===== src/rtl/uart_io_ctrl_if.sv =====
// uart_io_ctrl_if
//   CPU data-bus side of the UART I/O controller.
//   master : the CPU (drives addr/w_data/w_en/r_en, sees r_data/hit)
//   slave  : uart_io_ctrl (decodes the access, returns r_data/hit)
//   addr    [7:0]  data address
//   w_data  [7:0]  store data
//   w_en           store strobe
//   r_en           load strobe, qualifies RX FIFO pop
//   r_data  [7:0]  combinational read data
//   hit            addr matches one of the controller's registers
interface uart_io_ctrl_if;
    logic [7:0] addr;
    logic [7:0] w_data;
    logic       w_en;
    logic       r_en;
    logic [7:0] r_data;
    logic       hit;

    modport master (
        output addr, w_data, w_en, r_en,
        input  r_data, hit
    );

    modport slave (
        input  addr, w_data, w_en, r_en,
        output r_data, hit
    );
endinterface


===== src/rtl/uart_io_ctrl.sv =====
// uart_io_ctrl
//   Memory-mapped UART sequencer: TX FIFO feeding a begin/busy handshake,
//   RX FIFO filled on rising edges of receive_flag, plus CTRL/STAT registers.
//   Optional macro UART_IRQ_EN adds a registered irq output.
// Ports:
//   clock, rst_n   clock (posedge) and asynchronous active-low reset
//   bus            CPU data-bus interface (slave modport)
//   tx_en, rx_en   CTRL bit0 / bit1
//   begin_flag     one-cycle start pulse to the UART transmitter
//   tx_data        byte being sent, held from the pulse until the byte is done
//   rx_data        received byte from the UART
//   busy_flag      UART transmitter busy
//   receive_flag   UART byte-received level
//   irq            (UART_IRQ_EN only) registered interrupt request
module uart_io_ctrl #(
    parameter int unsigned TX_DEPTH  = 4,
    parameter int unsigned RX_DEPTH  = 4,
    parameter logic [7:0]  ADDR_DATA = 8'd253,
    parameter logic [7:0]  ADDR_STAT = 8'd254,
    parameter logic [7:0]  ADDR_CTRL = 8'd255
) (
    input  logic           clock,
    input  logic           rst_n,
    uart_io_ctrl_if.slave  bus,
    output logic           tx_en,
    output logic           rx_en,
    output logic           begin_flag,
    output logic [7:0]     tx_data,
    input  logic [7:0]     rx_data,
    input  logic           busy_flag,
    input  logic           receive_flag
`ifdef UART_IRQ_EN
    ,
    output logic           irq
`endif
);

    localparam int unsigned TX_AW = $clog2(TX_DEPTH);
    localparam int unsigned RX_AW = $clog2(RX_DEPTH);

    typedef enum logic [1:0] {
        S_IDLE,
        S_START,
        S_WAIT_ACK,
        S_WAIT_DONE
    } tx_state_t;

    tx_state_t state, state_nxt;

    logic [3:0]       ctrl;
    logic             overrun;
    logic             rf_q;

    logic [7:0]       tx_mem [TX_DEPTH];
    logic [TX_AW-1:0] tx_wr_ptr, tx_rd_ptr;
    logic [TX_AW:0]   tx_count;
    logic [7:0]       rx_mem [RX_DEPTH];
    logic [RX_AW-1:0] rx_wr_ptr, rx_rd_ptr;
    logic [RX_AW:0]   rx_count;

    logic sel_data, sel_stat, sel_ctrl;
    logic tx_empty, tx_full, rx_empty, rx_full;
    logic tx_load, tx_push;
    logic rx_edge, rx_pop, rx_push, ovr_set, ovr_clr;
    logic tx_busy;

    // ---------------- decode / FIFO control ----------------
    assign sel_data = (bus.addr == ADDR_DATA);
    assign sel_stat = (bus.addr == ADDR_STAT);
    assign sel_ctrl = (bus.addr == ADDR_CTRL);

    assign tx_en    = ctrl[0];
    assign rx_en    = ctrl[1];

    assign tx_empty = (tx_count == '0);
    assign tx_full  = (tx_count == (TX_AW + 1)'(TX_DEPTH));
    assign rx_empty = (rx_count == '0);
    assign rx_full  = (rx_count == (RX_AW + 1)'(RX_DEPTH));

    // A full FIFO still accepts a push when the same edge pops.
    assign tx_push  = bus.w_en & sel_data & (~tx_full | tx_load);

    assign rx_edge  = receive_flag & ~rf_q & rx_en;
    assign rx_pop   = bus.r_en & sel_data & ~rx_empty;
    assign rx_push  = rx_edge & (~rx_full | rx_pop);
    assign ovr_set  = rx_edge & rx_full & ~rx_pop;
    assign ovr_clr  = bus.w_en & sel_stat & bus.w_data[3];

    assign tx_busy  = ~tx_empty | (state != S_IDLE);

    // ---------------- TX FSM: state register ----------------
    always_ff @(posedge clock or negedge rst_n) begin
        if (!rst_n) state <= S_IDLE;
        else        state <= state_nxt;
    end

    // ---------------- TX FSM: next state ----------------
    always_comb begin
        state_nxt = state;
        case (state)
            S_IDLE:      if (tx_en && !tx_empty) state_nxt = S_START;
            S_START:     state_nxt = S_WAIT_ACK;
            S_WAIT_ACK:  if (busy_flag)  state_nxt = S_WAIT_DONE;
            S_WAIT_DONE: if (!busy_flag) state_nxt = S_IDLE;
            default:     state_nxt = S_IDLE;
        endcase
    end

    // ---------------- TX FSM: outputs ----------------
    always_comb begin
        begin_flag = 1'b0;
        tx_load    = 1'b0;
        case (state)
            S_IDLE:  tx_load    = tx_en & ~tx_empty;
            S_START: begin_flag = 1'b1;
            default: ;
        endcase
    end

    // ---------------- TX FIFO ----------------
    always_ff @(posedge clock) begin
        if (tx_push) tx_mem[tx_wr_ptr] <= bus.w_data;
    end

    always_ff @(posedge clock or negedge rst_n) begin
        if (!rst_n) begin
            tx_wr_ptr <= '0;
            tx_rd_ptr <= '0;
            tx_count  <= '0;
            tx_data   <= '0;
        end else begin
            if (tx_push) tx_wr_ptr <= tx_wr_ptr + 1'b1;
            if (tx_load) begin
                tx_rd_ptr <= tx_rd_ptr + 1'b1;
                tx_data   <= tx_mem[tx_rd_ptr];
            end
            case ({tx_push, tx_load})
                2'b10:   tx_count <= tx_count + 1'b1;
                2'b01:   tx_count <= tx_count - 1'b1;
                default: ;
            endcase
        end
    end

    // ---------------- RX FIFO ----------------
    always_ff @(posedge clock) begin
        if (rx_push) rx_mem[rx_wr_ptr] <= rx_data;
    end

    always_ff @(posedge clock or negedge rst_n) begin
        if (!rst_n) begin
            rx_wr_ptr <= '0;
            rx_rd_ptr <= '0;
            rx_count  <= '0;
            rf_q      <= 1'b0;
            overrun   <= 1'b0;
        end else begin
            // Tracks receive_flag even while rx_en=0, so enabling the
            // receiver with the flag already high does not fake an edge.
            rf_q <= receive_flag;
            if (rx_push) rx_wr_ptr <= rx_wr_ptr + 1'b1;
            if (rx_pop)  rx_rd_ptr <= rx_rd_ptr + 1'b1;
            case ({rx_push, rx_pop})
                2'b10:   rx_count <= rx_count + 1'b1;
                2'b01:   rx_count <= rx_count - 1'b1;
                default: ;
            endcase
            // Set has priority over a simultaneous clear.
            if (ovr_set)      overrun <= 1'b1;
            else if (ovr_clr) overrun <= 1'b0;
        end
    end

    // ---------------- CTRL ----------------
    always_ff @(posedge clock or negedge rst_n) begin
        if (!rst_n)                   ctrl <= '0;
        else if (bus.w_en && sel_ctrl) ctrl <= bus.w_data[3:0];
    end

    // ---------------- read mux ----------------
    always_comb begin
        bus.hit    = 1'b0;
        bus.r_data = '0;
        if (sel_data) begin
            bus.hit    = 1'b1;
            bus.r_data = rx_empty ? 8'h00 : rx_mem[rx_rd_ptr];
        end else if (sel_stat) begin
            bus.hit    = 1'b1;
            bus.r_data = {4'b0, overrun, tx_full, ~rx_empty, tx_busy};
        end else if (sel_ctrl) begin
            bus.hit    = 1'b1;
            bus.r_data = {4'b0, ctrl};
        end
    end

`ifdef UART_IRQ_EN
    always_ff @(posedge clock or negedge rst_n) begin
        if (!rst_n) irq <= 1'b0;
        else        irq <= (ctrl[2] & ~rx_empty)
                         | (ctrl[3] & tx_empty & (state == S_IDLE))
                         | overrun;
    end
`endif

endmodule


===== src/flat_wrapper.sv =====
// flat-port wrapper written by rule: the top's interface ports become plain ports
module uart_io_ctrl_flat 
#(
    parameter int unsigned TX_DEPTH  = 4,
    parameter int unsigned RX_DEPTH  = 4,
    parameter logic [7:0]  ADDR_DATA = 8'd253,
    parameter logic [7:0]  ADDR_STAT = 8'd254,
    parameter logic [7:0]  ADDR_CTRL = 8'd255
)
  (clock, rst_n, tx_en, rx_en, begin_flag, tx_data, rx_data, busy_flag, receive_flag, bus_addr, bus_w_data, bus_w_en, bus_r_en, bus_r_data, bus_hit);
  uart_io_ctrl_if bus_i ();
  input  logic clock;
  input  logic rst_n;
  output logic tx_en;
  output logic rx_en;
  output logic begin_flag;
  output logic [7:0] tx_data;
  input  logic [7:0] rx_data;
  input  logic busy_flag;
  input  logic receive_flag;
  input wire logic [$bits(bus_i.addr)-1:0] bus_addr;
  input wire logic [$bits(bus_i.w_data)-1:0] bus_w_data;
  input wire logic [$bits(bus_i.w_en)-1:0] bus_w_en;
  input wire logic [$bits(bus_i.r_en)-1:0] bus_r_en;
  output wire logic [$bits(bus_i.r_data)-1:0] bus_r_data;
  output wire logic [$bits(bus_i.hit)-1:0] bus_hit;
  assign bus_i.addr = bus_addr;
  assign bus_i.w_data = bus_w_data;
  assign bus_i.w_en = bus_w_en;
  assign bus_i.r_en = bus_r_en;
  assign bus_r_data = bus_i.r_data;
  assign bus_hit = bus_i.hit;
  uart_io_ctrl #(.TX_DEPTH(TX_DEPTH), .RX_DEPTH(RX_DEPTH), .ADDR_DATA(ADDR_DATA), .ADDR_STAT(ADDR_STAT), .ADDR_CTRL(ADDR_CTRL)) u_core (.clock(clock), .rst_n(rst_n), .bus(bus_i), .tx_en(tx_en), .rx_en(rx_en), .begin_flag(begin_flag), .tx_data(tx_data), .rx_data(rx_data), .busy_flag(busy_flag), .receive_flag(receive_flag));
endmodule

===== config.mk =====
export PLATFORM = sky130hd
export DESIGN_NAME = uart_io_ctrl_flat
export DESIGN_NICKNAME = d
export VERILOG_FILES = /design/src/rtl/uart_io_ctrl_if.sv /design/src/rtl/uart_io_ctrl.sv /design/src/flat_wrapper.sv
export SDC_FILE = /design/constraint.sdc
export NUM_CORES = 1
export LEC_CHECK = 0
export ABC_AREA = 1
export CAP_MARGIN = 20
export CORE_ASPECT_RATIO = 0.75
export CORE_UTILIZATION = 50
export DETAILED_ROUTE_END_ITERATION = 12
export PLACE_DENSITY = 0.73
export REMOVE_ABC_BUFFERS = 1
export SLEW_MARGIN = 10
export SYNTH_ARGS = -nofsm -noshare
export SYNTH_HDL_FRONTEND = slang
export SYNTH_SLANG_ARGS = --single-unit

===== constraint.sdc =====
create_clock -name clock -period 4.1 [get_ports clock]
set_input_delay 1.23 -clock clock [delete_from_list [all_inputs] [get_ports clock]]
set_output_delay 1.23 -clock clock [all_outputs]
set_load 0.03 [all_outputs]

Word-level counts from Yosys, hierarchy flattened. Memory sizes are Yosys's and may differ from the RTL's. A register that Yosys moved wholly into a read port is not among the register bits. Index checks and enable logic that the tools add are counted. W data, S select, Z words.

Add/subtract/negate cells: 8. Reductions and logical operators: 12. Equal/unequal tests: 15. Muxes and demuxes: 21. Bitwise gates (word level): 21.

Operators with widths (number): $eq A8 B8 Y1 const B (3); $mux W8 (2); $and A1 B1 Y1 (12); $pmux W3 S2 (2); $mux W1 (11); $add A2 B1 Y2 const B (4); $eq A2 B2 Y1 const B (4); $mux W4 (2); $pmux W2 S4 (1); $reduce_bool A2 Y1 (4); $add A3 B1 Y3 const B (2); $eq A2 B1 Y1 const B (3); $eq A3 B3 Y1 const B (2); $logic_not A3 Y1 (2); $mux W2 (3); $not A1 Y1 (6); $sub A3 B1 Y3 const B (2); $ne A2 B2 Y1 const B (2); $or A1 B1 Y1 (3); $reduce_and A3 Y1 (1); $logic_and A1 B1 Y1 (2); $logic_not A1 Y1 (2); $logic_not A2 Y1 (1); $ne A2 B1 Y1 const B (1).

Memory bits (writable): 64. Register bits: 22. Input port bits: 30. Memories: 2.

Memories: u_core.rx_mem (depth 4, bits a word 8, rd ports 1, clocked after Yosys merged registers in 0, wr ports 1, RTL line uart_io_ctrl.sv:57) `logic [7:0] rx_mem [RX_DEPTH];`; u_core.tx_mem (depth 4, bits a word 8, rd ports 1, clocked after Yosys merged registers in 1, wr ports 1, RTL line uart_io_ctrl.sv:54) `logic [7:0] tx_mem [TX_DEPTH];`.

Longest topological paths before layout. Gate-level depths: netlist (run 1).

Word-level depth: 8. Mapped depth: 13. Mapped depth without buffers: 13.

Least setup slack after synthesis (run 1). OpenSTA, ideal clock, no wires.

Path type: input -> output. Start point: input port bus_addr[2]. End point: output port bus_r_data[4]. Arrival: 2.237 ns. Path slack: 0.633 ns. Stages: 6. Cell sequence: nand2_1 nor2_4 nand2_4 nor2_4 inv_2 a21oi_1.

Word-level cells in the longest chain between the ends: 2.

RTL lines: start, declared (RTL line flat_wrapper.sv:21) `input wire logic [$bits(bus_i.addr)-1:0] bus_addr;`; $eq A8 B8 Y1 (RTL line uart_io_ctrl.sv:68) `assign sel_data = (bus.addr == ADDR_DATA);`; $mux W8 (RTL line uart_io_ctrl.sv:184) `if (sel_data) begin`; end, declared (RTL line flat_wrapper.sv:25) `output wire logic [$bits(bus_i.r_data)-1:0] bus_r_data;`.

No other way between the ends.

Final worst setup path (run 1).
Start point: input port bus_addr[5]. End point: output port bus_r_data[6].

Same word-level chain as after synthesis.

==> results of run 1 <==
routing by layer:
metal / part of all wire [%] / track usage (%) / vias to the layer above
li1: - / - / 1361
met1: 46 / 27.2 / 1314
met2: 47 / 31.8 / 72
met3: 5.2 / 4.13 / 12
met4: 1.2 / 6.30 / 0
met5: 0 / 0 / -
registers in the layout (all words and copies together), names as in the netlist:
signal            count
u_core.tx_rd_ptr      2
u_core.overrun        1
u_core.ctrl           4
u_core.rx_mem        32
u_core.tx_wr_ptr      2
u_core.rx_count       3
u_core.tx_count       3
u_core.rx_wr_ptr      2
u_core.tx_data        8
u_core.state          2
u_core.rf_q           1
u_core.rx_rd_ptr      2
u_core.tx_mem        32
cell families after synthesis:
group / count (synthesis) / synth area share [%]
AND/OR/NAND/NOR: 141 / 15.8
adder cells (fa/ha/maj): 16 / 5.11
XOR/XNOR: 9 / 1.87
flip-flops: 94 / 63.5
buffers and inverters: 47 / 4.84
AO/OA/AOI/OAI: 57 / 8.14
multiplexers: 3 / 0.772
power groups by stage:
| stage | sequential, mW | clock (mW) | combinational (mW) |
|---|---|---|---|
| 3_3_place_gp | 1.26 | 0 | 0.608 |
| 3_5_place_dp | 1.26 | 0 | 0.627 |
| 4_1_cts | 1.24 | 0.590 | 0.630 |
| 2_1_floorplan | 1.30 | 0 | 0.362 |
| 5_1_grt | 1.26 | 0.631 | 0.714 |
| 6_report | 1.24 | 0.577 | 0.625 |
worst max-delay path by stage:
stage	end	slack, ns	cells past startpoint
after floorplan	bus_r_data[4]	0.63	6
after global placement	bus_r_data[1]	0.23	6
after detailed placement	bus_r_data[6]	0.21	8
after CTS	bus_r_data[1]	0.20	6
after global routing	bus_r_data[1]	0.05	6
final	bus_r_data[6]	0.20	8
placed cells by master (no fill, tap or decap), types with 2 or more instances in the layout:
master / count
a21oi_1: 10
buf_4: 18
clkbuf_8: 9
clkdlybuf4s50_1: 40
clkinv_1: 2
dfrtp_1: 30
edfxtp_1: 64
fa_1: 2
ha_1: 14
inv_1: 29
inv_2: 4
inv_6: 2
mux2_1: 2
nand2_1: 46
nand2_2: 6
nand2_4: 3
nand3_1: 8
nand3_2: 2
nor2_1: 63
nor2_4: 4
nor3_1: 4
o211ai_1: 2
o21ai_0: 28
o21ai_1: 2
o22ai_1: 4
o32ai_1: 8
xor2_1: 8
stage by stage:
stage	setup WS, ns	utilization, %	total power, mW
floorplan	0.633	-	1.66
global placement	0.235	60.0	1.86
detailed placement	0.211	60.0	1.89
CTS	0.198	62.4	2.46
global route	0.0507	62.4	2.60
finish	0.196	62.4	2.44
final cells by class:
cell class | count | area share [%]
sequential | 94 | 53.4
multi-input combinational | 226 | 26.7
timing repair buffer | 58 | 10.7
inverter | 36 | 2.75
tap | 105 | 2.63
clock buffer | 9 | 2.48
clock inverter | 7 | 1.33
==> impl_metrics.yaml, run 1 <==
clock_network:
  cts_buffer_depth: 2
  htreeDepth: 3
  cts_resized: 0
  cts_buffers: 9
  cts_num_sinks: 94
  worstSkewPairLatency_ns: 0.36
  clk_transition_reported_paths_ns: 0.09
  cts_setup_buffers: 0
  root_buffer: "clkbuf_8"
  holdBufCountCts: 0
  cts_tree: "built"
final_layout:
  fill_cells: 643
  multi_input_area_mm2: 0.00134
  final_cells: 535
  postLayoutCellArea_mm2: 0.00500
  regArea_mm2: 0.00267
  syn2layout_area_growth_pct: 18.8
  antenna-diode-count: 0
  nets: 471
  drive_gt1_share_pct: 13.7
setup_path:
  cp_slowest_stage_delay_ns: 0.48
  path_max_fanout: 5
  critical_path_required_ns: 2.87
  cp_top_family: "buffers and inverters"
  critPathSlowestCell: "clkdlybuf4s50_1"
  startpoint_type: "primary input"
  path_cells: "clkdlybuf4s50_1 -> nand2_2 -> nor2_8 -> nand2_4 -> nor2_4 -> inv_2 -> a21oi_1 -> buf_4"
  path_class: "primary input to output port"
  rrSetupSlack_ns: 1.92
  reg2reg_from: "u_core.state[0]$_DFFE_PN0P_"
  end_kind: "output port"
  worstRegToRegCells: 11
  crit_start: "bus_addr[5]"
  crit_arrival_ns: 2.67
  critPathBufInv: 3
  worst_r2r_endpoint: "u_core.tx_count[2]$_DFFE_PN0P_"
drt:
  firstDrtPassIters: 4
  wl_um: 7690
  wl_per_cell_um: 14.4
  drt_iter0_markers: 175
  drc_errors: 0
  post_drt_via_cell_ratio: 5.16
  vias: 2759
  postRouteAntennaNets: 0
placement:
  dpl.cell_count: 519
  gp_congestion: 0.809
  placed_cell_area_mm2: 0.00481
  port_buffers: 49
  hpwl_um: 5370
worst_hold_path:
  hold_path.class: "flop to flop"
  hp-start: "u_core.tx_count[0]$_DFFE_PN0P_"
  min_path_cells: 1
  min_to: "u_core.tx_count[0]$_DFFE_PN0P_"
die:
  initial_utilization_pct: 52.5
  die_h_um: 81.5
  fp.dieArea_mm2: 0.00880
  rows: 28
  boundaryPins: 50
  coreArea_mm2: 0.00802
  die_w_um: 108
global_route:
  grt_pass1_vias: 2708
  overflow: 0
  grt.total_usage_pct: 19.8
  grt_max_degree: 31
  antenna_found_initial: 0
  grt_pass1_wl_um: 12900
logic_synthesis:
  ys_ff_latch: 94
  yosys-top-cells-area: "edfxtp_1, dfrtp_1, nor2_1"
  async_reset_ff_share_pct: 31.9
  synth_largest_area_cell: "edfxtp_1"
  syn_area_per_cell_um2: 11.5
  yosys.area.top_type_share_pct: 45.6
  synthCells: 367
  ys_seq_area_share_pct: 63.5
  synth-edff-count: 64
  synth_ff_type: "edfxtp_1"
  yosys.cell_count.top_type: "edfxtp_1"
  synthTopCellsByCount: "edfxtp_1, nor2_1, nand2_1"
  syn-cell-area_mm2: 0.00421
  yosys_warnings: 0
  synth.distinct_cells: 39
timing:
  tns_ns: 0
  hold_violations: 0
  rsz0062_at_grt: "no"
  fin_skew_ns: 0.0104
  final.min_clock_period_ns: 3.90
  relSlewSlack_pct: 56.0
  post-route-period-util_pct: 95.2
  setup_viol: 0
  tightest_slew_ns: 0.660
  slew_violations: 0
  max_freq_ghz: 0.256
  timing.hold.ws_ns: 0.472
power_and_ir_drop:
  ir_drop_v: 0.000239
  p_switching_mw: 0.819
  pwr-share-comb_pct: 25.6
  p_int_mw: 1.62
  clkPwrFrac_pct: 23.6
  p_sw_share_pct: 33.5
  p_seq_share_pct: 50.8
  powerDensity_mw_per_mm2: 488
  power.leakage_nw: 2.03
status:
  status: "complete, no violations"
job:
  cap_violations: 0
Power figures use the tool's default switching activity.
==> run 2: changes to the inputs <==
Settings changed: CORE_UTILIZATION 50 to 31, PLACE_DENSITY 0.73 to unset.
==> run 2 against run 1 <==
Compared with the run above:
- design area increased by 5.1%
- global-route usage decreased by 7.0 points
- routed wire length increased by 10%
- count of clock-buffer cells in the layout unchanged
- clock power increased by 60%
- largest power group unchanged
- die area increased by 60%
- setup slack got worse by 0.046 ns
- non-clock buffer count increased by 3
- critical endpoint is now bus_r_data[0]
- largest cell class unchanged
- first-iteration DRC count decreased by 33%
==> impl_metrics.yaml, run 2 (same netlist as run 1, synthesis figures left out) <==
global_route:
  grt_pass1_wl_um: 13200
  antenna_found_initial: 0
  use_met2_pct: 20.8
  grt_max_degree: 31
  grt_most_used_layer: "met2"
  grt.total_usage_pct: 12.8
  overflow: 0
  met3_usage_pct: 2.75
  grt_pass1_vias: 2598
  met1_usage_pct: 16.6
power_and_ir_drop:
  total_power_mw: 2.80
  power.leakage_nw: 2.11
  ir_drop_v: 0.000190
  powerDensity_mw_per_mm2: 533
final_layout:
  syn2layout_area_growth_pct: 24.8
  drive_gt1_share_pct: 14.3
  postLayoutCellArea_mm2: 0.00526
  layout_commonest_cell: "edfxtp_1"
  nets: 474
  layout_common_cells: "edfxtp_1, nor2_1, nand2_1"
  reg_top3: "u_core.rx_mem (32), u_core.tx_mem (32), u_core.tx_data (8)"
  final_cells: 604
  antenna-diode-count: 0
worst_hold_path:
  min_path_cells: 2
  hold_path.class: "flop to flop"
  hp-start: "u_core.tx_data[5]$_DFFE_PN0P_"
setup_path:
  crit_start: "bus_addr[3]"
  critPathSlowestCell: "clkdlybuf4s50_1"
  reg2reg_from: "u_core.rx_count[0]$_DFFE_PN0P_"
  cp_top_family: "buffers and inverters"
  path_max_fanout: 5
  worst-path-stages: 9
  path_class: "primary input to output port"
  startpoint_type: "primary input"
  cp_slowest_stage_delay_ns: 0.45
  critical_path_required_ns: 2.87
  end_kind: "output port"
  path_cells: "clkdlybuf4s50_1 -> nand2_1 -> buf_4 -> nor2_4 -> nand2_4 -> nor2_4 -> nand2_1 -> o211ai_1 -> buf_4"
  crit_arrival_ns: 2.72
  worstRegToRegCells: 9
  critPathBufInv: 3
placement:
  placed_cell_area_mm2: 0.00492
  port_buffers: 49
  dpl.cell_count: 588
  gp_congestion: 0.749
  hpwl_um: 5980
timing:
  tightest_slew_ns: 0.582
  slew_violations: 0
  hold_violations: 0
  relSlewSlack_pct: 61.2
  post-route-period-util_pct: 96.3
  fin_skew_ns: 0.00611
  setup_viol: 0
  max_freq_ghz: 0.253
  rsz0062_at_grt: "no"
  timing.hold.ws_ns: 0.477
  final.min_clock_period_ns: 3.95
  tns_ns: 0
drt:
  post_drt_via_cell_ratio: 4.50
  wl_um: 8450
  drc_errors: 0
  wl_per_cell_um: 14.0
  postRouteAntennaNets: 0
  vias: 2717
  drt_iter0_markers: 118
  firstDrtPassIters: 4
die:
  boundaryPins: 50
  rows: 36
  die_w_um: 137
  die_h_um: 103
  coreArea_mm2: 0.0131
  fp.dieArea_mm2: 0.0141
  initial_utilization_pct: 32.1
clock_network:
  cts_resized: 0
  root_buffer: "clkbuf_16"
  htreeDepth: 3
  worstSkewPairLatency_ns: 0.34
  holdBufCountCts: 0
  cts_tree: "built"
  cts_buffers: 9
  cts_num_sinks: 94
  cts_buffer_depth: 2
  clk_transition_reported_paths_ns: 0.06
  cts_setup_buffers: 0
status:
  status: "complete, no violations"
job:
  cap_violations: 0
## run 2: cell types whose count changed in the layout (fill, tap and decap cells not counted), sizes merged
cell / before / now
buf: 18 / 21
bufinv: 0 / 3
inv: 37 / 34
## run 2: worst register-to-register path, delay by kind of cell (launching register included)
family	cells	cell delay [ns]
flops	1	0.43
simple gates	2	0.49
fa+ha+maj	2	0.56
xor+xnor	1	0.15
buf+inv	1	0.06
compound gates	3	0.38
## run 2: through the flow
step	utilization, %	worst slack, ns
finish	40.1	0.150
global route	40.1	0.0690
CTS	40.1	0.128
detailed placement	37.5	0.145
global placement	37.5	0.153
floorplan	-	0.633
## run 2: per-layer routing
metal  share of wire, %  vias to the layer above  wire, um
li1                   -                     1358         -
met3                2.6                        9       220
met2                 47                       38      3980
met4                1.4                        0       116
met5                  0                        -         0
met1                 49                     1312      4140
## run 2: final timing paths
path	slack, ns	to
worst max register to register	1.90	u_core.rx_count[2]$_DFFE_PN0P_
max in group asynchronous	2.52	u_core.rx_count[0]$_DFFE_PN0P_
min in group asynchronous	1.29	u_core.tx_data[5]$_DFFE_PN0P_
worst max-delay path	0.15	bus_r_data[0]
worst min register to register	0.48	u_core.tx_data[5]$_DFFE_PN0P_
worst min-delay path	0.48	u_core.tx_data[5]$_DFFE_PN0P_
## run 2: power by group
part | internal (mW) | switching [mW]
clock network | 0.592 | 0.333
registers | 1.14 | 0.0999
logic | 0.253 | 0.381
## run 2: cell type report
class / instances / area [um2]
inverters: 36 / 138
clock inverters: 7 / 113
flip-flops and latches: 94 / 2670
repair buffers: 61 / 558
multi-input cells: 226 / 1340
well taps: 171 / 214
clock buffers: 9 / 225
fillers: 1215 / 7850
==> run 3: changes to the inputs <==
Settings changed: CAP_MARGIN 20 to unset, DONT_BUFFER_PORTS set to 1.
==> run 3 against run 2 <==
Compared with the run above:
- register-to-register slack worse by 0.20 ns
- combinational power is 29% lower
- setup slack improved by 0.37 ns
- power decreased by 5.5%
- sequential share of layout area up 5.4 points
- non-clock buffer count down 53
- first-iteration DRC count rose by 16%
==> impl_metrics.yaml, run 3 (same netlist as run 1, synthesis figures left out) <==
worst_hold_path:
  hold_path.class: "flop to flop"
die:
  rows: 36
  die_h_um: 103
  die_w_um: 137
  fp.dieArea_mm2: 0.0141
  boundaryPins: 50
  initial_utilization_pct: 32.1
  coreArea_mm2: 0.0131
power_and_ir_drop:
  clkPwrFrac_pct: 33.7
  p_sw_share_pct: 29.7
  powerDensity_mw_per_mm2: 556
  p_switching_mw: 0.785
  ir_drop_v: 0.000220
  pwr-share-comb_pct: 16.9
  p_int_mw: 1.86
  p_seq_share_pct: 49.4
  power.leakage_nw: 1.89
final_layout:
  final_cells: 551
  fill_cells: 1231
  syn2layout_area_growth_pct: 12.9
  multi_input_area_mm2: 0.00134
  nets: 421
  regArea_mm2: 0.00267
  reg_top3: "u_core.rx_mem (32), u_core.tx_mem (32), u_core.tx_data (8)"
  layout_commonest_cell: "edfxtp_1"
  drive_gt1_share_pct: 12.4
  layout_common_cells: "edfxtp_1, nor2_1, nand2_1"
  antenna-diode-count: 0
setup_path:
  cp_top_family: "simple AND/OR/NAND/NOR gates"
  path_class: "primary input to output port"
  end_kind: "output port"
  critPathBufInv: 1
  path_max_fanout: 5
  crit_arrival_ns: 2.35
  critPathSlowestCell: "nor3_1"
  critical_path_required_ns: 2.87
  path_cells: "nand2_1 -> nor3_1 -> nand2_1 -> o221ai_1 -> buf_4"
  cp_slowest_stage_delay_ns: 0.31
  critPathMostFrequentCell: "nand2_1"
  startpoint_type: "primary input"
drt:
  post_drt_via_cell_ratio: 4.65
  drt_iter0_markers: 137
  firstDrtPassIters: 4
  wl_um: 8140
  vias: 2560
  wl_per_cell_um: 14.8
  postRouteAntennaNets: 0
  drc_errors: 0
placement:
  gp_congestion: 0.802
  hpwl_um: 5690
  port_buffers: 0
  dpl.cell_count: 535
clock_network:
  worstSkewPairLatency_ns: 0.34
  clk_transition_reported_paths_ns: 0.06
  cts_resized: 0
  htreeDepth: 3
  holdBufCountCts: 0
  cts_num_sinks: 94
  cts_buffer_depth: 2
  cts_tree: "built"
  cts_setup_buffers: 0
  root_buffer: "clkbuf_16"
  cts_buffers: 9
global_route:
  overflow: 0
  grt_pass1_wl_um: 12700
  grt.total_usage_pct: 12.2
  grt_pass1_vias: 2482
  antenna_found_initial: 0
  grt_max_degree: 31
job:
  cap_violations: 0
timing:
  tightest_slew_ns: 0.832
  fin_skew_ns: 0.00514
  relSlewSlack_pct: 44.3
  final.min_clock_period_ns: 3.58
  tns_ns: 0
  rsz0062_at_grt: "no"
  hold_violations: 0
  slew_violations: 0
  max_freq_ghz: 0.279
  post-route-period-util_pct: 87.4
  setup_viol: 0
status:
  status: "complete, no violations"
[run 3: area by class of cell]
class                           count  area share [%]
Sequential cell                    94            56.2
Tap cell                          171            4.50
Inverter                           36            2.89
Clock buffer                       16            7.05
Multi-Input combinational cell    226            28.1
Timing Repair Buffer                8            1.26
[run 3: metal layers]
metal,vias up,global-route usage [%],part of all wire [%]
met5,-,0,0
met4,0,6.15,2.8
met3,19,3.54,5.0
met2,49,19.2,46
met1,1241,15.5,46
li1,1251,-,-
[run 3: worst reg2reg max path, delay by kind of cell (launching register included)]
kind                     cells  cell delay [ns]
AND/OR/NAND/NOR              2             0.88
flip-flops                   1             0.40
buffers and inverters        2             0.38
adder cells (fa/ha/maj)      1             0.25
AO/OA/AOI/OAI                1             0.11
[run 3: final timing paths]
path                            slack, ns                             end  cells after the start                      startpoint
worst max-delay path                 0.52                   bus_r_data[1]                      5                     bus_addr[2]
worst min-delay path                 0.48  u_core.tx_count[0]$_DFFE_PN0P_                      1  u_core.tx_count[0]$_DFFE_PN0P_
worst max register to register       1.70   u_core.tx_mem[2][0]$_DFFE_PP_                      6     u_core.state[0]$_DFFE_PN0P_
worst min register to register       0.48  u_core.tx_count[0]$_DFFE_PN0P_                      1  u_core.tx_count[0]$_DFFE_PN0P_
max in group asynchronous            3.44      u_core.ctrl[0]$_DFFE_PN0P_                      0                           rst_n
min in group asynchronous            0.58   u_core.tx_data[7]$_DFFE_PN0P_                      0                           rst_n
[run 3: power by group through the flow]
stage	clock, mW	combinational, mW	sequential (mW)
after detailed placement	0	0.452	1.33
final	0.890	0.447	1.31
after global placement	0	0.433	1.32
after floorplan	0	0.362	1.30
after CTS	0.905	0.455	1.31
after global routing	0.950	0.526	1.32
[run 3: metrics by stage]
stage                     cell area [um2]  setup WS, ns  util [%]  hold slack (ns)  power, mW
final                                4750         0.517      36.3            0.483       2.64
after global routing                 4750         0.414      36.3            0.498       2.80
after CTS                            4750         0.499      36.3            0.482       2.67
after detailed placement             4420         0.500      33.7            0.468       1.78
after global placement               4420         0.492      33.7            0.459       1.76
after floorplan                      4150         0.633         -            0.442       1.66
